--- src/rtl/uart_tx_fifo_pkg.sv ---
// Shared types and default sizes for the UART transmit FIFO slice.
package uart_tx_fifo_pkg;

  localparam int DEF_DATA_SIZE    = 8;
  localparam int DEF_DEPTH        = 16;
  localparam int DEF_BUSY_TIMEOUT = 4;

  typedef enum logic [1:0] {
    IDLE      = 2'd0,
    SEND      = 2'd1,
    WAIT_BUSY = 2'd2,
    WAIT_DONE = 2'd3
  } tx_fifo_state_e;

endpackage

--- src/rtl/uart_tx_fifo_if.sv ---
// Producer/transmitter-facing bundle of uart_tx_fifo.
// UART_TX_FIFO_LEVEL_EN adds the occupancy signal 'level'.
interface uart_tx_fifo_if
  import uart_tx_fifo_pkg::*;
#(
  parameter int DATA_SIZE = DEF_DATA_SIZE,
  parameter int DEPTH     = DEF_DEPTH
) ();
  localparam int ADDR_W = $clog2(DEPTH);

  logic [DATA_SIZE-1:0] wr_data;
  logic                 wr_en;
  logic                 full;
  logic                 empty;
  logic                 overflow;
  logic [DATA_SIZE-1:0] tx_p_data;
  logic                 tx_data_valid;
  logic                 tx_busy;
  logic                 tx_timeout;

`ifdef UART_TX_FIFO_LEVEL_EN
  logic [ADDR_W:0]      level;

  modport master (output wr_data, wr_en, tx_busy,
                  input  full, empty, overflow, tx_p_data, tx_data_valid, tx_timeout, level);
  modport slave  (input  wr_data, wr_en, tx_busy,
                  output full, empty, overflow, tx_p_data, tx_data_valid, tx_timeout, level);
`else
  modport master (output wr_data, wr_en, tx_busy,
                  input  full, empty, overflow, tx_p_data, tx_data_valid, tx_timeout);
  modport slave  (input  wr_data, wr_en, tx_busy,
                  output full, empty, overflow, tx_p_data, tx_data_valid, tx_timeout);
`endif

endinterface

--- src/rtl/uart_tx_fifo_mem.sv ---
// sync_fifo_mem: byte storage, wrapping pointers, occupancy count and
// registered full/empty flags. Writes to a full FIFO and reads from an empty
// one are ignored here, so callers may raise the enables unconditionally.
module sync_fifo_mem #(
  parameter  int DATA_SIZE = 8,
  parameter  int DEPTH     = 16,
  localparam int ADDR_W    = $clog2(DEPTH)
) (
  input  logic                 clk,
  input  logic                 rst,
  input  logic                 wr_en,
  input  logic [DATA_SIZE-1:0] wr_data,
  input  logic                 rd_en,
  output logic [DATA_SIZE-1:0] rd_data,
  output logic                 full,
  output logic                 empty,
  output logic [ADDR_W:0]      count
);
  localparam logic [ADDR_W:0] FULL_CNT = (ADDR_W+1)'(DEPTH);

  logic [DATA_SIZE-1:0] mem [DEPTH];
  logic [ADDR_W-1:0]    wr_ptr, rd_ptr;
  logic                 wr_ok, rd_ok;
  logic [ADDR_W:0]      count_nxt;

  assign wr_ok   = wr_en & ~full;
  assign rd_ok   = rd_en & ~empty;
  assign rd_data = mem[rd_ptr];

  // Occupancy after this cycle's accepted write/read
  always_comb begin
    count_nxt = count;
    if (wr_ok && !rd_ok)      count_nxt = count + 1'b1;
    else if (!wr_ok && rd_ok) count_nxt = count - 1'b1;
  end

  // Storage array; contents need no reset since count gates every read
  always_ff @(posedge clk) begin
    if (wr_ok) mem[wr_ptr] <= wr_data;
  end

  // Pointers, count and flags; power-of-two depth makes pointers wrap naturally
  always_ff @(posedge clk) begin
    if (rst) begin
      wr_ptr <= '0;
      rd_ptr <= '0;
      count  <= '0;
      full   <= 1'b0;
      empty  <= 1'b1;
    end else begin
      if (wr_ok) wr_ptr <= wr_ptr + 1'b1;
      if (rd_ok) rd_ptr <= rd_ptr + 1'b1;
      count <= count_nxt;
      full  <= (count_nxt == FULL_CNT);
      empty <= (count_nxt == '0);
    end
  end

endmodule

--- src/rtl/uart_tx_fifo.sv ---
// uart_tx_fifo: byte FIFO in front of the UART transmitter plus the issue
// FSM that strobes one byte at a time and paces on the transmitter's busy.
// A transmitter that never raises busy sets a sticky timeout flag and the
// byte is treated as consumed.
// UART_TX_FIFO_LEVEL_EN: exposes the registered occupancy on bus.level.
module uart_tx_fifo
  import uart_tx_fifo_pkg::*;
#(
  parameter int DATA_SIZE    = DEF_DATA_SIZE,
  parameter int DEPTH        = DEF_DEPTH,
  parameter int BUSY_TIMEOUT = DEF_BUSY_TIMEOUT
) (
  input logic           clk,
  input logic           rst,
  uart_tx_fifo_if.slave bus
);
  localparam int ADDR_W = $clog2(DEPTH);
  localparam int TW     = $clog2(BUSY_TIMEOUT + 1);
  localparam logic [TW-1:0] TO_LIM = TW'(BUSY_TIMEOUT);

  tx_fifo_state_e       state, state_nxt;
  logic                 pop, to_hit, cnt_clr, cnt_step;
  logic [TW-1:0]        busy_cnt, cnt_inc;
  logic [DATA_SIZE-1:0] head;
  logic                 full, empty;
  logic [ADDR_W:0]      count;
  logic [DATA_SIZE-1:0] p_data_q;
  logic                 dv_q, ovf_q, to_q;

  sync_fifo_mem #(.DATA_SIZE(DATA_SIZE), .DEPTH(DEPTH)) u_mem (
    .clk     (clk),
    .rst     (rst),
    .wr_en   (bus.wr_en),
    .wr_data (bus.wr_data),
    .rd_en   (pop),
    .rd_data (head),
    .full    (full),
    .empty   (empty),
    .count   (count)
  );

  assign cnt_inc = busy_cnt + 1'b1;

  // FSM state register
  always_ff @(posedge clk) begin
    if (rst) state <= IDLE;
    else     state <= state_nxt;
  end

  // FSM next-state logic
  always_comb begin
    state_nxt = state;
    case (state)
      IDLE:      if (!empty) state_nxt = SEND;
      SEND:      state_nxt = WAIT_BUSY;
      WAIT_BUSY: if (bus.tx_busy)            state_nxt = WAIT_DONE;
                 else if (cnt_inc == TO_LIM) state_nxt = IDLE;
      WAIT_DONE: if (!bus.tx_busy) state_nxt = IDLE;
      default:   state_nxt = IDLE;
    endcase
  end

  // FSM output decode: pop/strobe request and timeout-counter control
  always_comb begin
    pop      = 1'b0;
    to_hit   = 1'b0;
    cnt_clr  = 1'b0;
    cnt_step = 1'b0;
    case (state)
      IDLE:      pop = !empty;
      SEND:      cnt_clr = 1'b1;
      WAIT_BUSY: if (!bus.tx_busy) begin
                   cnt_step = 1'b1;
                   to_hit   = (cnt_inc == TO_LIM);
                 end
      default:   ;
    endcase
  end

  // Registered outputs and timeout counter; p_data holds until the next pop
  always_ff @(posedge clk) begin
    if (rst) begin
      p_data_q <= '0;
      dv_q     <= 1'b0;
      ovf_q    <= 1'b0;
      to_q     <= 1'b0;
      busy_cnt <= '0;
    end else begin
      dv_q  <= pop;
      ovf_q <= bus.wr_en & full;
      if (pop)         p_data_q <= head;
      if (cnt_clr)     busy_cnt <= '0;
      else if (cnt_step) busy_cnt <= cnt_inc;
      if (to_hit)      to_q <= 1'b1;
    end
  end

  assign bus.full          = full;
  assign bus.empty         = empty;
  assign bus.overflow      = ovf_q;
  assign bus.tx_p_data     = p_data_q;
  assign bus.tx_data_valid = dv_q;
  assign bus.tx_timeout    = to_q;

`ifdef UART_TX_FIFO_LEVEL_EN
  assign bus.level = count;
`else
  logic unused_count;
  assign unused_count = ^count;
`endif

endmodule
--- src/flat_wrapper.sv ---
// flat-port wrapper written by rule: the top's interface ports become plain ports
module uart_tx_fifo_flat import uart_tx_fifo_pkg::*;
#(
  parameter int DATA_SIZE    = DEF_DATA_SIZE,
  parameter int DEPTH        = DEF_DEPTH,
  parameter int BUSY_TIMEOUT = DEF_BUSY_TIMEOUT
)
  (clk, rst, bus_wr_data, bus_wr_en, bus_tx_busy, bus_full, bus_empty, bus_overflow, bus_tx_p_data, bus_tx_data_valid, bus_tx_timeout);
  uart_tx_fifo_if #(.DATA_SIZE(DATA_SIZE), .DEPTH(DEPTH)) bus_i ();
  input logic clk;
  input logic rst;
  input wire logic [$bits(bus_i.wr_data)-1:0] bus_wr_data;
  input wire logic [$bits(bus_i.wr_en)-1:0] bus_wr_en;
  input wire logic [$bits(bus_i.tx_busy)-1:0] bus_tx_busy;
  output wire logic [$bits(bus_i.full)-1:0] bus_full;
  output wire logic [$bits(bus_i.empty)-1:0] bus_empty;
  output wire logic [$bits(bus_i.overflow)-1:0] bus_overflow;
  output wire logic [$bits(bus_i.tx_p_data)-1:0] bus_tx_p_data;
  output wire logic [$bits(bus_i.tx_data_valid)-1:0] bus_tx_data_valid;
  output wire logic [$bits(bus_i.tx_timeout)-1:0] bus_tx_timeout;
  assign bus_i.wr_data = bus_wr_data;
  assign bus_i.wr_en = bus_wr_en;
  assign bus_i.tx_busy = bus_tx_busy;
  assign bus_full = bus_i.full;
  assign bus_empty = bus_i.empty;
  assign bus_overflow = bus_i.overflow;
  assign bus_tx_p_data = bus_i.tx_p_data;
  assign bus_tx_data_valid = bus_i.tx_data_valid;
  assign bus_tx_timeout = bus_i.tx_timeout;
  uart_tx_fifo #(.DATA_SIZE(DATA_SIZE), .DEPTH(DEPTH), .BUSY_TIMEOUT(BUSY_TIMEOUT)) u_core (.clk(clk), .rst(rst), .bus(bus_i));
endmodule
--- config.mk ---
export PLATFORM = sky130hd
export DESIGN_NAME = uart_tx_fifo_flat
export DESIGN_NICKNAME = d
export VERILOG_FILES = /design/src/rtl/uart_tx_fifo_pkg.sv /design/src/rtl/uart_tx_fifo_if.sv /design/src/rtl/uart_tx_fifo_mem.sv /design/src/rtl/uart_tx_fifo.sv /design/src/flat_wrapper.sv
export SDC_FILE = /design/constraint.sdc
export NUM_CORES = 1
export LEC_CHECK = 0
export BUFFER_PORTS_ARGS = -buffer_cell sky130_fd_sc_hd__buf_2
export CAP_MARGIN = 20
export CORE_ASPECT_RATIO = 0.6
export CORE_MARGIN = 4
export CORE_UTILIZATION = 60
export CTS_CLUSTER_SIZE = 12
export DETAILED_ROUTE_END_ITERATION = 6
export GPL_ROUTABILITY_DRIVEN = 0
export HOLD_SLACK_MARGIN = 0.1
export PLACE_DENSITY = 0.83
export SLEW_MARGIN = 15
export SYNTH_ARGS = -nofsm -noshare
export SYNTH_HDL_FRONTEND = slang
export SYNTH_SLANG_ARGS = --single-unit
--- constraint.sdc ---
create_clock -name clk -period 3.7 [get_ports clk]
set_clock_uncertainty 0.2 [all_clocks]
set_input_delay 0.74 -clock clk [delete_from_list [all_inputs] [get_ports clk]]
set_output_delay 0.74 -clock clk [all_outputs]
set_load 0.03 [all_outputs]
After elaboration in Yosys (flattened, before gate mapping) --
Memories as Yosys holds them, arrays and structs flattened. A register that Yosys moved wholly into a read port is not among the register bits. Cells that the tools add are included.
Word-level totals: flip-flop bits (word level) 23, RAM bits 128, bits of input ports 12, output and inout bits 13, word-level logic and storage cells 53, memories kept 1
Operators by class: add/sub/neg operators 5, eq/ne operators 8, muxes and demuxes 15, bitwise logic cells 5, reduce and logical (&&, ||, !) cells 9
Memory list:
- u_core.u_mem.mem | depth 16, bits a word 8, read ports 1, clocked after memory_dff 1, write ports 1, RTL line uart_tx_fifo_mem.sv:21 | logic [DATA_SIZE-1:0] mem [DEPTH];
Operator list (count):
- 2-to-1 mux 5 bit | 2
- adder 4 x 1 -> 4 bit, second input constant | 2
- 2-to-1 mux 1 bit | 8
- 2-to-1 mux 2 bit | 4
- case mux 2 bit (4 select lines) | 1
- adder 5 x 1 -> 5 bit, second input constant | 1
- equality test 5 bit, second input constant | 1
- zero test 5 bit | 1
- subtractor 5 x 1 -> 5 bit, second input constant | 1
- equality test 2 bit, second input constant | 2
- inequality test 2 bit, second input constant | 2
- adder 3 x 1 -> 3 bit, second input constant | 1
- bitwise AND 1 bit | 3
- equality test 3 bit, second input constant | 1
- zero test 1 bit | 3
- inequality test 3 x 2 -> 1 bit, second input constant | 1
- AND reduction 3 bit | 1
- equality test 2 x 1 -> 1 bit, second input constant | 1
- logical AND 1 bit | 2
- zero test 2 bit | 1
- inverter 1 bit | 2
- OR reduction 2 bit | 1

Logic depth before layout (Yosys ltp) --
depth in word-level cells 7, depth in mapped cells 7, gate-level depth less buffers 7

By module --
From an unflattened synthesis, not the netlist that was laid out.
Unflattened totals: cells, all modules 368, area total of the unflattened synthesis 6568.8 µm²
Modules (own cells, without submodules):
- sync_fifo_mem | instances 1, cells each 293, area an instance 5890.6 µm², sequential area each 4224.1 µm²
- uart_tx_fifo | instances 1, cells each 75, area an instance 678.2 µm², sequential area each 320.3 µm²

Least setup slack after synthesis --
No wires, ideal clock.
path kind input to register, start input bus_wr_en, end memory u_core.u_mem.mem[3][0], enable pin, library setup time 0.383 ns, arrival time 1.820 ns, required time 3.117 ns, slack 1.297 ns, stages on the path 4, path buffers 1, cell sequence nor2b_1 buf_2 nand2_1 nor3_1
On the way: word-level cells in the longest chain between the ends 3
RTL lines:
- start: declaration | RTL line flat_wrapper.sv:13 | input wire logic [$bits(bus_i.wr_en)-1:0] bus_wr_en;
- bitwise AND 1 bit | RTL line uart_tx_fifo_mem.sv:26 | assign wr_ok = wr_en & ~full;
- 2-to-1 mux 1 bit | RTL line uart_tx_fifo_mem.sv:39 | if (wr_ok) mem[wr_ptr] <= wr_data;
- 2-to-1 mux 1 bit (not written as such) | RTL line uart_tx_fifo_mem.sv:39
- end: declaration | RTL line uart_tx_fifo_mem.sv:21
Every way passes these cells.

==> flow_metrics.py <==
metrics = {
    "sta": {
        "finalWorstSetupSlack_ns": 1.18,
        "relSlewSlack_pct": 46.4,
        "clock.fmax_ghz": 0.397,
        "setup_tns_ns": 0,
        "final.min_clock_period_ns": 2.52,
        "finalCritPeriodShare_pct": 68.2,
        "rsz0062_at_grt": "false",
        "hold_viol": 0,
        "tightest_slew_ns": 0.801,
        "setup_violations": 0,
        "slew_viol_final": 0,
    },
    "clock_tree": {
        "htree_num_levels": 4,
        "post-cts-setup-buffer-count": 0,
        "cts_resized": 0,
        "clock-sinks": 159,
        "tritoncts": "built",
        "cts_hold_buf": 0,
        "clkSlewWorstSetupHoldPaths_ns": 0.06,
        "cts_root_buf": "clkbuf_16",
        "numCtsBuffers": 17,
        "cts_buffer_depth": 2,
        "clkLatencyLatePin_ns": 0.43,
    },
    "synth": {
        "ys_seq_area_share_pct": 70.5,
        "avgSynthCellArea_sq_um": 16.5,
        "ys_ff_latch": 159,
        "syn-num-nets": 404,
        "synthTopCellsByArea": "edfxtp_1 61%, mux4_2 11%, dfxtp_1 9.8%",
        "synthFlopType": "edfxtp_1",
        "synth_top_cell_area_share_pct": 60.7,
        "synth-edff-count": 128,
        "yosys_warnings": 0,
        "netlist_area_sq_mm": 0.00633,
        "syn_inst": 383,
        "async_flop_share_pct": 0,
        "synthDistinctLibCells": 45,
        "yosysTopAreaCell": "edfxtp_1",
    },
    "run_status": {
        "outcome": "finished, final reports clean",
    },
    "grt": {
        "track_usage_pct": 22.4,
        "grt_pass1_vias": 3471,
        "grt_pass1_wl_microns": 19900,
        "globalRouteOverflowTotal": 0,
        "grt_max_degree": 36,
        "antenna_found_initial": 0,
    },
    "critical_path": {
        "reg2reg_depth": 6,
        "cp_num_buf_inv": 1,
        "rr_startpoint": "u_core.u_mem.rd_ptr[0]",
        "startpoint_type": "flop",
        "crit_arrival_ns": 2.60,
        "setup.worst_path.end": "u_core.bus.tx_p_data[4]",
        "cp.required_ns": 3.78,
        "cp.depth": 6,
        "worstSetupPathType": "flop to flop",
        "cp_common_cell": "a21oi_1",
        "cp_top_family": "compound AO/OA/AOI/OAI gates",
        "slowest_stage": "dfxtp_2",
        "r2r_setup_slack_ns": 1.18,
        "endpoint_kind": "flop",
        "max_stage_delay_ns": 0.53,
        "crit_start": "u_core.u_mem.rd_ptr[0]",
        "reg2reg_to": "u_core.bus.tx_p_data[4]",
        "path_max_fanout": 11,
        "crit_path_cell_trace": "buf_4 -> mux4_2 -> a22oi_1 -> a21oi_1 -> a21oi_1 -> nor2_1",
    },
    "die": {
        "io_pins": 25,
        "start_util_pct": 62.8,
        "fp-row-count": 28,
        "die_w_microns": 141,
        "dieHeight_microns": 87.6,
        "coreArea_sq_mm": 0.0101,
        "dieArea_sq_mm": 0.0123,
    },
    "power_and_ir_drop": {
        "power_density_mw_per_mm2": 667,
        "ir_drop_v": 0.000412,
        "leakage_nw": 2.36,
        "p_total_w": 0.00474,
    },
    "drt": {
        "drt-total-wl_microns": 12800,
        "vias": 3549,
        "first_iter_violations": 422,
        "routed_via_density": 6.34,
        "route.detailed.drc": 0,
        "drt-wirelength-per-cell_microns": 22.8,
        "first_pass_iters": 5,
        "detail-route-antenna-nets": 0,
    },
    "run": {
        "maxCapViolCount": 0,
    },
    "finish": {
        "diodes": 0,
        "layout_common_cells": "128 x edfxtp_1, 45 x nor2_1, 32 x mux4_2, 30 x dfxtp_1, 24 x buf_2",
        "regArea_sq_mm": 0.00447,
        "area_delta_synth_final_pct": 12.4,
        "multi_input_comb_area_sq_mm": 0.00174,
        "design.final.nets": 434,
        "drive_gt1_share_pct": 23.5,
        "fillers": 604,
        "stdcell_count": 560,
        "final_common_cell": "edfxtp_1",
    },
    "min_path": {
        "min_path_type": "flop to flop",
        "hold_depth": 2,
    },
    "placed_design": {
        "io_buffers": 24,
        "hpwlAfterDp_microns": 8350,
        "dp_cells": 529,
        "detailedPlace.worstSlack_ns": 1.11,
    },
}
-- cell families (layout without fill, tap and decap cells) --
family	Yosys count	count (layout)	share of synthesized area, %
muxes	34	34	11.7
DFF	159	159	70.5
buffers and inverters	26	68	2.09
and+or+nand+nor	95	95	7.13
xor gates and xnor gates	9	9	1.36
adders and majority gates	9	9	1.78
AOI/OAI and AO/OA	51	51	5.43
-- power breakdown --
| group | switching (W) | internal, W | leakage (nW) | total, W |
|---|---|---|---|---|
| clock network | 0.000688 | 0.000917 | 0.252 | 0.00160 |
| registers | 0.000120 | 0.00204 | 1.41 | 0.00216 |
| logic | 0.000544 | 0.000436 | 0.699 | 0.000980 |
-- sequential cells by signal (all words and copies together) (netlist names) --
signal / cells
u_core.u_mem.count: 5
u_core.bus.overflow: 1
u_core.bus.tx_timeout: 1
u_core.u_mem.full: 1
u_core.bus.tx_data_valid: 1
u_core.u_mem.empty: 1
u_core.state: 2
u_core.busy_cnt: 3
u_core.u_mem.wr_ptr: 4
u_core.u_mem.mem: 128
u_core.bus.tx_p_data: 8
u_core.u_mem.rd_ptr: 4
-- cell type report --
| cell class | count | share of cell area, % |
|---|---|---|
| Timing Repair Buffer | 32 | 2.53 |
| Tap cell | 135 | 2.37 |
| Clock inverter | 14 | 1.71 |
| Sequential cell | 159 | 62.8 |
| Clock buffer | 17 | 5.98 |
| Inverter | 5 | 0.264 |
| Multi-Input combinational cell | 198 | 24.4 |
-- worst min path at each step --
stage	from	end	slack (ns)
3_3_place_gp	u_core.bus.tx_timeout	u_core.bus.tx_timeout	0.24
4_1_cts	u_core.bus.tx_timeout	u_core.bus.tx_timeout	0.28
3_5_place_dp	u_core.bus.tx_timeout	u_core.bus.tx_timeout	0.26
6_report	u_core.bus.tx_timeout	u_core.bus.tx_timeout	0.28
2_1_floorplan	u_core.u_mem.wr_ptr[1]	u_core.u_mem.wr_ptr[1]	0.28
5_1_grt	u_core.bus.tx_timeout	u_core.bus.tx_timeout	0.32
-- cell usage after synthesis (all sizes together) (2+ instances only) --
| cell type | instances |
|---|---|
| nand3 | 5 |
| buf | 12 |
| a21oi | 21 |
| xnor2 | 3 |
| dfxtp | 31 |
| nand2b | 4 |
| nor2 | 45 |
| inv | 5 |
| mux2i | 2 |
| nor3 | 6 |
| or2 | 2 |
| xor2 | 6 |
| a22oi | 16 |
| and2 | 2 |
| nor2b | 3 |
| a31oi | 5 |
| nand2 | 19 |
| mux4 | 32 |
| edfxtp | 128 |
| nand4 | 2 |
| clkbuf | 9 |
| ha | 9 |
| a211oi | 2 |
-- per-layer routing --
layer	GRT usage (%)	vias up	share of wire (%)
met4	7.30	0	1.4
met5	0	-	0
met2	32.7	191	45
met1	33.6	1795	44
met3	6.16	19	9.2
li1	-	1544	-
-- worst reg2reg max path, stage by stage, from the launching register on --
cell and delay, ns:
dfxtp_2 0.53, buf_4 0.31, mux4_2 0.53, a22oi_1 0.43, a21oi_1 0.13, a21oi_1 0.16
nor2_1 0.08
-- per-stage QoR --
step           hold WS, ns  area (sq um)  util [%]
2_1_floorplan        0.282          6330         -
4_1_cts              0.277          7120      70.5
3_3_place_gp         0.244          6570      65.1
3_5_place_dp         0.258          6570      65.1
6_report             0.276          7120      70.5
5_1_grt              0.318          7120      70.5
No activity file was read; power rests on OpenSTA's default activity.
